--- src/rtl/raster_addr_gen_pkg.sv ---
// Shared types and default widths for the raster address generator.
package raster_addr_gen_pkg;

  localparam int ADDR_BITS_DEF = 16;
  localparam int DIM_BITS_DEF  = 10;

  typedef enum logic [1:0] {
    IDLE = 2'd0,
    RUN  = 2'd1,
    DONE = 2'd2
  } state_e;

endpackage

--- src/rtl/raster_dim_counter.sv ---
// Loadable index counter that wraps to zero when stepped at its maximum.
module raster_dim_counter #(
  parameter int W = 10
) (
  input  logic         clk_i,
  input  logic         rst_ni,
  input  logic         load_i,
  input  logic         step_i,
  input  logic [W-1:0] max_i,
  output logic [W-1:0] idx_o,
  output logic         at_max_o
);

  assign at_max_o = (idx_o == max_i);

  always_ff @(posedge clk_i or negedge rst_ni) begin
    if (!rst_ni)     idx_o <= '0;
    else if (load_i) idx_o <= '0;
    else if (step_i) idx_o <= at_max_o ? '0 : idx_o + 1'b1;
  end

endmodule

--- src/rtl/raster_addr_gen.sv ---
// Raster-order address sequencer: addr = base + row*stride + col, one beat per handshake.
// Define RASTER_ADDR_GEN_OVF_CHECK_EN to add the sticky ovf_o address-wrap flag.
module raster_addr_gen
  import raster_addr_gen_pkg::*;
#(
  parameter int AddrBits = ADDR_BITS_DEF,
  parameter int DimBits  = DIM_BITS_DEF
) (
  input  logic                clk_i,
  input  logic                rst_ni,
  input  logic                start_i,
  input  logic [AddrBits-1:0] base_addr_i,
  input  logic [DimBits-1:0]  cols_i,
  input  logic [DimBits-1:0]  rows_i,
  input  logic [AddrBits-1:0] row_stride_i,
  output logic                valid_o,
  input  logic                ready_i,
  output logic [AddrBits-1:0] addr_o,
  output logic [DimBits-1:0]  row_o,
  output logic [DimBits-1:0]  col_o,
  output logic                last_o,
  output logic                busy_o,
  output logic                done_o
`ifdef RASTER_ADDR_GEN_OVF_CHECK_EN
  ,
  output logic                ovf_o
`endif
);

  state_e state_q, state_d;

  logic [DimBits-1:0]  cols_m1_q, rows_m1_q;
  logic [AddrBits-1:0] stride_q, row_base_q;
  logic                start_acc, xfer, col_max, row_max, row_adv;

  assign start_acc = (state_q == IDLE) & start_i;
  assign valid_o   = (state_q == RUN);
  assign busy_o    = (state_q != IDLE);
  assign done_o    = (state_q == DONE);
  assign xfer      = valid_o & ready_i;
  assign row_adv   = xfer & col_max & ~row_max;
  assign last_o    = valid_o & col_max & row_max;
  assign addr_o    = row_base_q + AddrBits'(col_o);

  always_comb begin
    state_d = state_q;
    case (state_q)
      IDLE:    if (start_i) state_d = ((cols_i == '0) || (rows_i == '0)) ? DONE : RUN;
      RUN:     if (xfer && col_max && row_max) state_d = DONE;
      DONE:    state_d = IDLE;
      default: state_d = IDLE;
    endcase
  end

  always_ff @(posedge clk_i or negedge rst_ni) begin
    if (!rst_ni) begin
      state_q    <= IDLE;
      cols_m1_q  <= '0;
      rows_m1_q  <= '0;
      stride_q   <= '0;
      row_base_q <= '0;
    end else begin
      state_q <= state_d;
      if (start_acc) begin
        // Zero extents wrap here but are never used: a zero tile skips RUN.
        cols_m1_q  <= cols_i - 1'b1;
        rows_m1_q  <= rows_i - 1'b1;
        stride_q   <= row_stride_i;
        row_base_q <= base_addr_i;
      end else if (row_adv) begin
        row_base_q <= row_base_q + stride_q;
      end
    end
  end

  raster_dim_counter #(.W(DimBits)) u_col (
    .clk_i   (clk_i),
    .rst_ni  (rst_ni),
    .load_i  (start_acc),
    .step_i  (xfer),
    .max_i   (cols_m1_q),
    .idx_o   (col_o),
    .at_max_o(col_max)
  );

  raster_dim_counter #(.W(DimBits)) u_row (
    .clk_i   (clk_i),
    .rst_ni  (rst_ni),
    .load_i  (start_acc),
    .step_i  (xfer & col_max),
    .max_i   (rows_m1_q),
    .idx_o   (row_o),
    .at_max_o(row_max)
  );

`ifdef RASTER_ADDR_GEN_OVF_CHECK_EN
  // A wrapped row_base taints every later beat of the tile, so remember it.
  logic                base_wrap_q, ovf_q, beat_ovf;
  logic [AddrBits:0]   beat_sum, base_sum;

  assign beat_sum = {1'b0, row_base_q} + {1'b0, AddrBits'(col_o)};
  assign base_sum = {1'b0, row_base_q} + {1'b0, stride_q};
  assign beat_ovf = valid_o & (base_wrap_q | beat_sum[AddrBits]);
  assign ovf_o    = ovf_q | beat_ovf;

  always_ff @(posedge clk_i or negedge rst_ni) begin
    if (!rst_ni) begin
      base_wrap_q <= 1'b0;
      ovf_q       <= 1'b0;
    end else if (start_acc) begin
      base_wrap_q <= 1'b0;
      ovf_q       <= 1'b0;
    end else begin
      if (beat_ovf) ovf_q <= 1'b1;
      if (row_adv && base_sum[AddrBits]) base_wrap_q <= 1'b1;
    end
  end

`ifndef SYNTHESIS
  always @(posedge clk_i) begin
    if (rst_ni && beat_ovf && !ovf_q)
      $error("raster_addr_gen: address wrap at row %0d col %0d", row_o, col_o);
  end
`endif
`endif

endmodule

--- config.mk ---
export PLATFORM = sky130hd
export DESIGN_NAME = raster_addr_gen
export DESIGN_NICKNAME = d
export VERILOG_FILES = /design/src/rtl/raster_addr_gen_pkg.sv /design/src/rtl/raster_dim_counter.sv /design/src/rtl/raster_addr_gen.sv
export SDC_FILE = /design/constraint.sdc
export NUM_CORES = 1
export LEC_CHECK = 0
export ABC_AREA = 1
export BUFFER_PORTS_ARGS = -buffer_cell sky130_fd_sc_hd__buf_2
export CORE_MARGIN = 2
export CORE_UTILIZATION = 58
export CTS_CLUSTER_DIAMETER = 40
export CTS_CLUSTER_SIZE = 14
export DETAILED_ROUTE_END_ITERATION = 10
export GPL_ROUTABILITY_DRIVEN = 0
export HOLD_SLACK_MARGIN = 0.15
export MAX_ROUTING_LAYER = met4
export PLACE_DENSITY = 0.82
export SYNTH_ARGS = -nofsm -noshare
export SYNTH_HDL_FRONTEND = slang
export SYNTH_SLANG_ARGS = --single-unit
--- constraint.sdc ---
create_clock -name clk_i -period 2.04 [get_ports clk_i]
set_input_delay 0.204 -clock clk_i [delete_from_list [all_inputs] [get_ports clk_i]]
set_output_delay 0.204 -clock clk_i [all_outputs]
set_load 0.02 [all_outputs]
Yosys cells after proc, flatten, opt, wreduce, memory -nomap -nowiden
Cells that the tools add are included.

storage, ports and cells
  output and inout port bits = 40
  word-level logic and storage cells = 49
  input bits = 56
  bits in registers = 74

operators by class
  reduce and logical (&&, ||, !) cells = 11
  equality and inequality tests = 6
  bitwise gates (word level) = 7
  add/subtract/negate cells = 6
  multiplexer cells = 12

operators by type and width
  operator               number
  $mux 10                6
  $mux 16                2
  $add 10x1->10 const B  2
  $eq 10x10->1           2
  $logic_not 10->1       2
  $sub 10x1->10 const B  2
  $add 16x10->16         1
  $add 16x16->16         1
  $reduce_bool 2->1      4
  $and 1x1->1            6
  $mux 2                 3
  $pmux 2 s2             1
  $eq 2x1->1 const B     1
  $eq 2x2->1 const B     1
  $logic_and 1x1->1      2
  $logic_not 2->1        1
  $ne 2x1->1 const B     1
  $ne 2x2->1 const B     1
  $reduce_and 2->1       1
  $logic_or 1x1->1       1
  $not 1->1              1

Depth between registers and ports, before layout
  depth in word-level cells = 6
  depth in mapped cells = 11
  gate-level depth less buffers = 11

By module
A second synthesis with hierarchy kept.

unflattened totals
  cell total of the unflattened synthesis = 836
  area, all modules = 5536.6 sq um

modules (own cells, without submodules)
  module              instances  cells each  seq. area each (sq um)  area each (sq um)
  raster_addr_gen     1          608         1351.3                  4077.7
  raster_dim_counter  2          114         250.2                   729.4

Worst setup path before layout
No wires, ideal clock.

  path kind = reg2out
  from = register u_col.idx_o[0]
  to = output addr_o[14]
  stages on the path, launching flop included = 7
  path slack = -0.014 ns
  buffers on the path = 0
  required time = 1.836 ns
  arrival time = 1.850 ns
  path through = dfrtp_1 ha_1 fa_1 nand3_1 nand3_1 nand2_1 xor2_1

between the ends
  longest elaborated chain between the ends = 1

RTL lines
  element                   line                      RTL
  start: declaration        raster_dim_counter.sv:10  output logic [W-1:0] idx_o,
  start signal: assignment  raster_dim_counter.sv:19  else if (step_i) idx_o <= at_max_o ? '0 : idx_o + 1'b1;
  $add 16x10->16            raster_addr_gen.sv:43     assign addr_o = row_base_q + AddrBits'(col_o);
  end: declaration          raster_addr_gen.sv:18     output logic [AddrBits-1:0] addr_o,

No other way between the ends.

Worst setup path after layout
  from = register u_col.idx_o[4]
  to = output addr_o[9]

Same word-level chain as after synthesis.

==> metrics.txt <==
number of nets produced by synthesis 889; count of standard-cell rows 35; result of the run finished, violations left; post-synthesis share of cell area spent on xor and xnor gates between 7 and 8%; post-synthesis share of cell area spent on and, or, nand and nor gates a little over a third; hold violation count in the final report 0; cells along the critical path ha_4 > nand2_4 > nand2_4 > buf_6 > o21ai_2 > nand4_1 > xor2_2 > buf_6; launch instance of the worst min-delay path cols_i[7]; via density per instance about 6.2; count of placed standard cells in the final layout, fillers left out 1,124; portion of netlist area occupied by mux cells 0%; initial antenna violation count 0; RSZ-0062 raised after global routing yes; Clock transition at path regs around 0.090 ns; share of total power in combinational logic 63.3%; Initial Util between 60% and 70%; CP max stage cell sky130_fd_sc_hd__xor2_2; first drt pass iteration count 7; post-synthesis instance area 5633 um^2; global-route wire length before repair around 29 mm; register area share after synthesis about 33%; post-synthesis adder-cell area fraction about 7.6%; leakage power total 4.057 nW; most used flip-flop cell after synthesis sky130_fd_sc_hd__dfrtp_1; post-synthesis to final-layout area growth 41.18%; Worst EP required 1.84 ns; PnR worst setup slack -0.6480 ns; vias in the first global route around 6.3k; net switching component of the power about 0.0056 W; average size of a mapped cell 7.041 um^2; final layout net count 1,079; max-slew violations 0; dominant combinational cell family by area after synthesis simple AND/OR/NAND/NOR gates; number of flip-flops and latches in the synthesized netlist 74; final critical-path share of the clock period 131.8%; Setup crit end kind primary output; DPL Wire Length about 12 mm; compound-gate portion of the synthesized area under 10%; number of setup violations in the final report 29; maximum buffer depth of the clock tree 2; Worst Path Max Fanout 4; DIE AREA approximately 11,000 um^2; Ys Warns 0; source-to-sink clock delay at the later pin of the worst-skew pair roughly 0.40 ns; share of total power consumed by net switching about half; worst hold path type in2reg; Top-Level Pins 96; signal arrival time at the worst endpoint about 2.5 ns; worst supply voltage drop on vdd roughly 1000 uV; register-to-register path setup slack -0.09 ns; fraction of final layout cells with drive strength greater than 1 31.76%; number of instances in the synthesized netlist 800; DRC violations left 0; core area approximately 9300 um^2; First DRT Iteration DRCs about 860; family with the most delay on the worst path simple AND/OR/NAND/NOR gates; Max Fclk approximately 370 MHz; number of routed nets with antenna violations 0; violated checks setup timing; FFs w/ async S/R, synth 100.0%; delay of the slowest cell on the worst path about 0.44 ns; register share of total power approximately a quarter; slew at the pin closest to its max-slew limit around 0.56 ns; total of max-cap violations 0; number of antenna repair diodes 0; Hold WS 0.1416 ns; Int Power about 0.0057 W; horizontal die dimension 102.6 um; TritonCTS clock tree done; number of cells on the worst reg-to-reg path 14; cell at the root of the clock tree sky130_fd_sc_hd__clkbuf_8; shortest period the worst path allows 2.688 ns; Routed WL per cell 19.91 um; Rel. slew slack between 60 and 70%; count of buffers from port buffering 95; Global Route Usage Sum between 30% and 40%; H-tree lvl count 3; worst setup path category reg2out; reg2reg start u_col.idx_o[5]; final core utilization 85.26%; worst setup skew after layout 0.02375 ns; Total Power between 0.01 and 0.015 W; portion of total power attributed to the clock network 13.4%; routed vias a little under 7k; placed cells between 1k and 1.5k; Inserted Clock Buffers 9; hold endpoint cols_m1_q[7]; die height slightly above 100 um; critical path launch point type flip-flop; number of sinks driven by the clock tree 74; Final Routed Wirelength roughly 22 mm; number of enable-type register cells in the synthesized netlist 0; overflow left after global routing 0; setup slack after placement -0.01025 ns; number of different library cells in the post-synthesis netlist between 40 and 50; pin count of the biggest net entering global routing 75; number of cells on the worst hold path 3; r2r endpoint row_base_q[15]; Pwr per Cell Area 1420 nW/um^2; count of filler cells inserted in the layout between 400 and 500; number of buffers and inverters on the critical path 2
==> per-layer routing <==
layer  vias up  routed length, um  global-route usage (%)
met3       235               2678                   8.475
met5         -                  0                       -
met1      3175               7699                   40.72
met4         0               1839                   19.18
li1       2927                  -                       -
met2       622              10160                   62.64
==> stage by stage <==
step | TNS (ns) | cell area, um^2
3_3_place_gp | 0 | 6442
6_report | -5.330 | 7953
3_5_place_dp | -0.01025 | 6442
4_1_cts | -2.129 | 7490
5_1_grt | -6.333 | 7953
2_1_floorplan | 0 | 5644
==> Yosys cell counts (all sizes together), types with 2 or more instances <==
| library cell | count | area, um^2 |
|---|---|---|
| a21oi | 23 | 115.1 |
| nor3 | 13 | 65.06 |
| dfrtp | 74 | 1852 |
| clkbuf | 8 | 30.03 |
| nand4 | 10 | 62.56 |
| xnor2 | 19 | 166.4 |
| nand3 | 76 | 483.0 |
| o22ai | 5 | 56.31 |
| nand2 | 278 | 1056 |
| nor2 | 64 | 265.3 |
| xor2 | 30 | 262.8 |
| nand3b | 3 | 22.52 |
| buf | 11 | 83.83 |
| fa | 2 | 40.04 |
| inv | 93 | 349.1 |
| and3 | 2 | 12.51 |
| a31oi | 7 | 43.79 |
| ha | 31 | 387.9 |
| a22oi | 2 | 15.01 |
| o21ai | 38 | 193.9 |
| and2 | 4 | 25.02 |
==> registers in the layout, summed over array words and instances, names as in the netlist <==
name,cells
cols_m1_q,10
row_base_q,16
rows_m1_q,10
state_q,2
stride_q,16
u_col.idx_o,10
u_row.idx_o,10
==> area by class of cell <==
type                       instances  area [um^2]  share of cell area, %
multi-input combinational        613         3859                  48.52
sequential                        74         1857                  23.35
timing repair buffer             198         1471                  18.50
inverter                          94        352.8                  4.437
tap                              129        161.4                  2.030
clock buffer                      11        151.4                  1.904
clock inverter                     5        100.1                  1.259
==> power groups by stage <==
stage | logic, W | registers (W) | clock network (W)
6_report | 0.00715 | 0.00263 | 0.00151
5_1_grt | 0.00759 | 0.00265 | 0.00155
4_1_cts | 0.00568 | 0.00251 | 0.00146
3_5_place_dp | 0.00501 | 0.00251 | 0
3_3_place_gp | 0.00487 | 0.00248 | 0
2_1_floorplan | 0.00366 | 0.00244 | 0
==> logic make-up (layout without fill, tap and decap cells) <==
family | count (synthesis) | after routing
xor+xnor | 49 | 49
flops | 74 | 74
buf+inv | 113 | 308
fa+ha+maj | 33 | 33
simple gates | 454 | 454
compound gates | 77 | 77
==> worst max path at each step <==
| stage | cells past startpoint | to | slack [ns] | startpoint |
|---|---|---|---|---|
| final | 8 | addr_o[9] | -0.65 | u_col.idx_o[4] |
| after global routing | 8 | addr_o[9] | -0.64 | u_col.idx_o[4] |
| after CTS | 7 | addr_o[8] | -0.26 | row_base_q[0] |
| after detailed placement | 11 | addr_o[15] | -0.01 | row_base_q[6] |
| after global placement | 11 | addr_o[15] | 0.08 | row_base_q[6] |
| after floorplan | 7 | addr_o[12] | 0.009 | u_col.idx_o[5] |
==> worst register-to-register path, cell delays in order, from the launching register on <==
cell,delay (ns)
sky130_fd_sc_hd__dfrtp_1,0.44
sky130_fd_sc_hd__buf_4,0.15
sky130_fd_sc_hd__buf_6,0.12
sky130_fd_sc_hd__inv_2,0.06
sky130_fd_sc_hd__nand2_1,0.06
sky130_fd_sc_hd__nand2_1,0.06
sky130_fd_sc_hd__nor2_2,0.12
sky130_fd_sc_hd__nand3_2,0.13
sky130_fd_sc_hd__nor2_4,0.12
sky130_fd_sc_hd__buf_4,0.12
sky130_fd_sc_hd__buf_4,0.10
sky130_fd_sc_hd__nand3_4,0.15
sky130_fd_sc_hd__buf_8,0.21
sky130_fd_sc_hd__nand3_1,0.09
sky130_fd_sc_hd__nand3_1,0.11
==> repair_timing <==
action / in CTS / in global routing
endpoints found under the setup margin: 15 / 27
buffers inserted: 15 / 19
hold endpoints to repair: 110 / 0
hold buffers: 37 / 0
pin swaps: 30 / 35
gates resized for setup: 73 / 76
==> cell usage in the layout, fill, tap and decap left out, drive strengths merged, types with 11 or more instances in the layout <==
cell type | netlist | routed
ha | 31 | 31
dfrtp | 74 | 74
nor2 | 64 | 64
inv | 93 | 93
buf | 11 | 161
nand3 | 76 | 76
o21ai | 38 | 38
a21oi | 23 | 23
xor2 | 30 | 30
dlygate4sd3 | 0 | 37
clkbuf | 8 | 11
xnor2 | 19 | 19
nor3 | 13 | 13
nand2 | 278 | 278
Power figures use the tool's default switching activity.
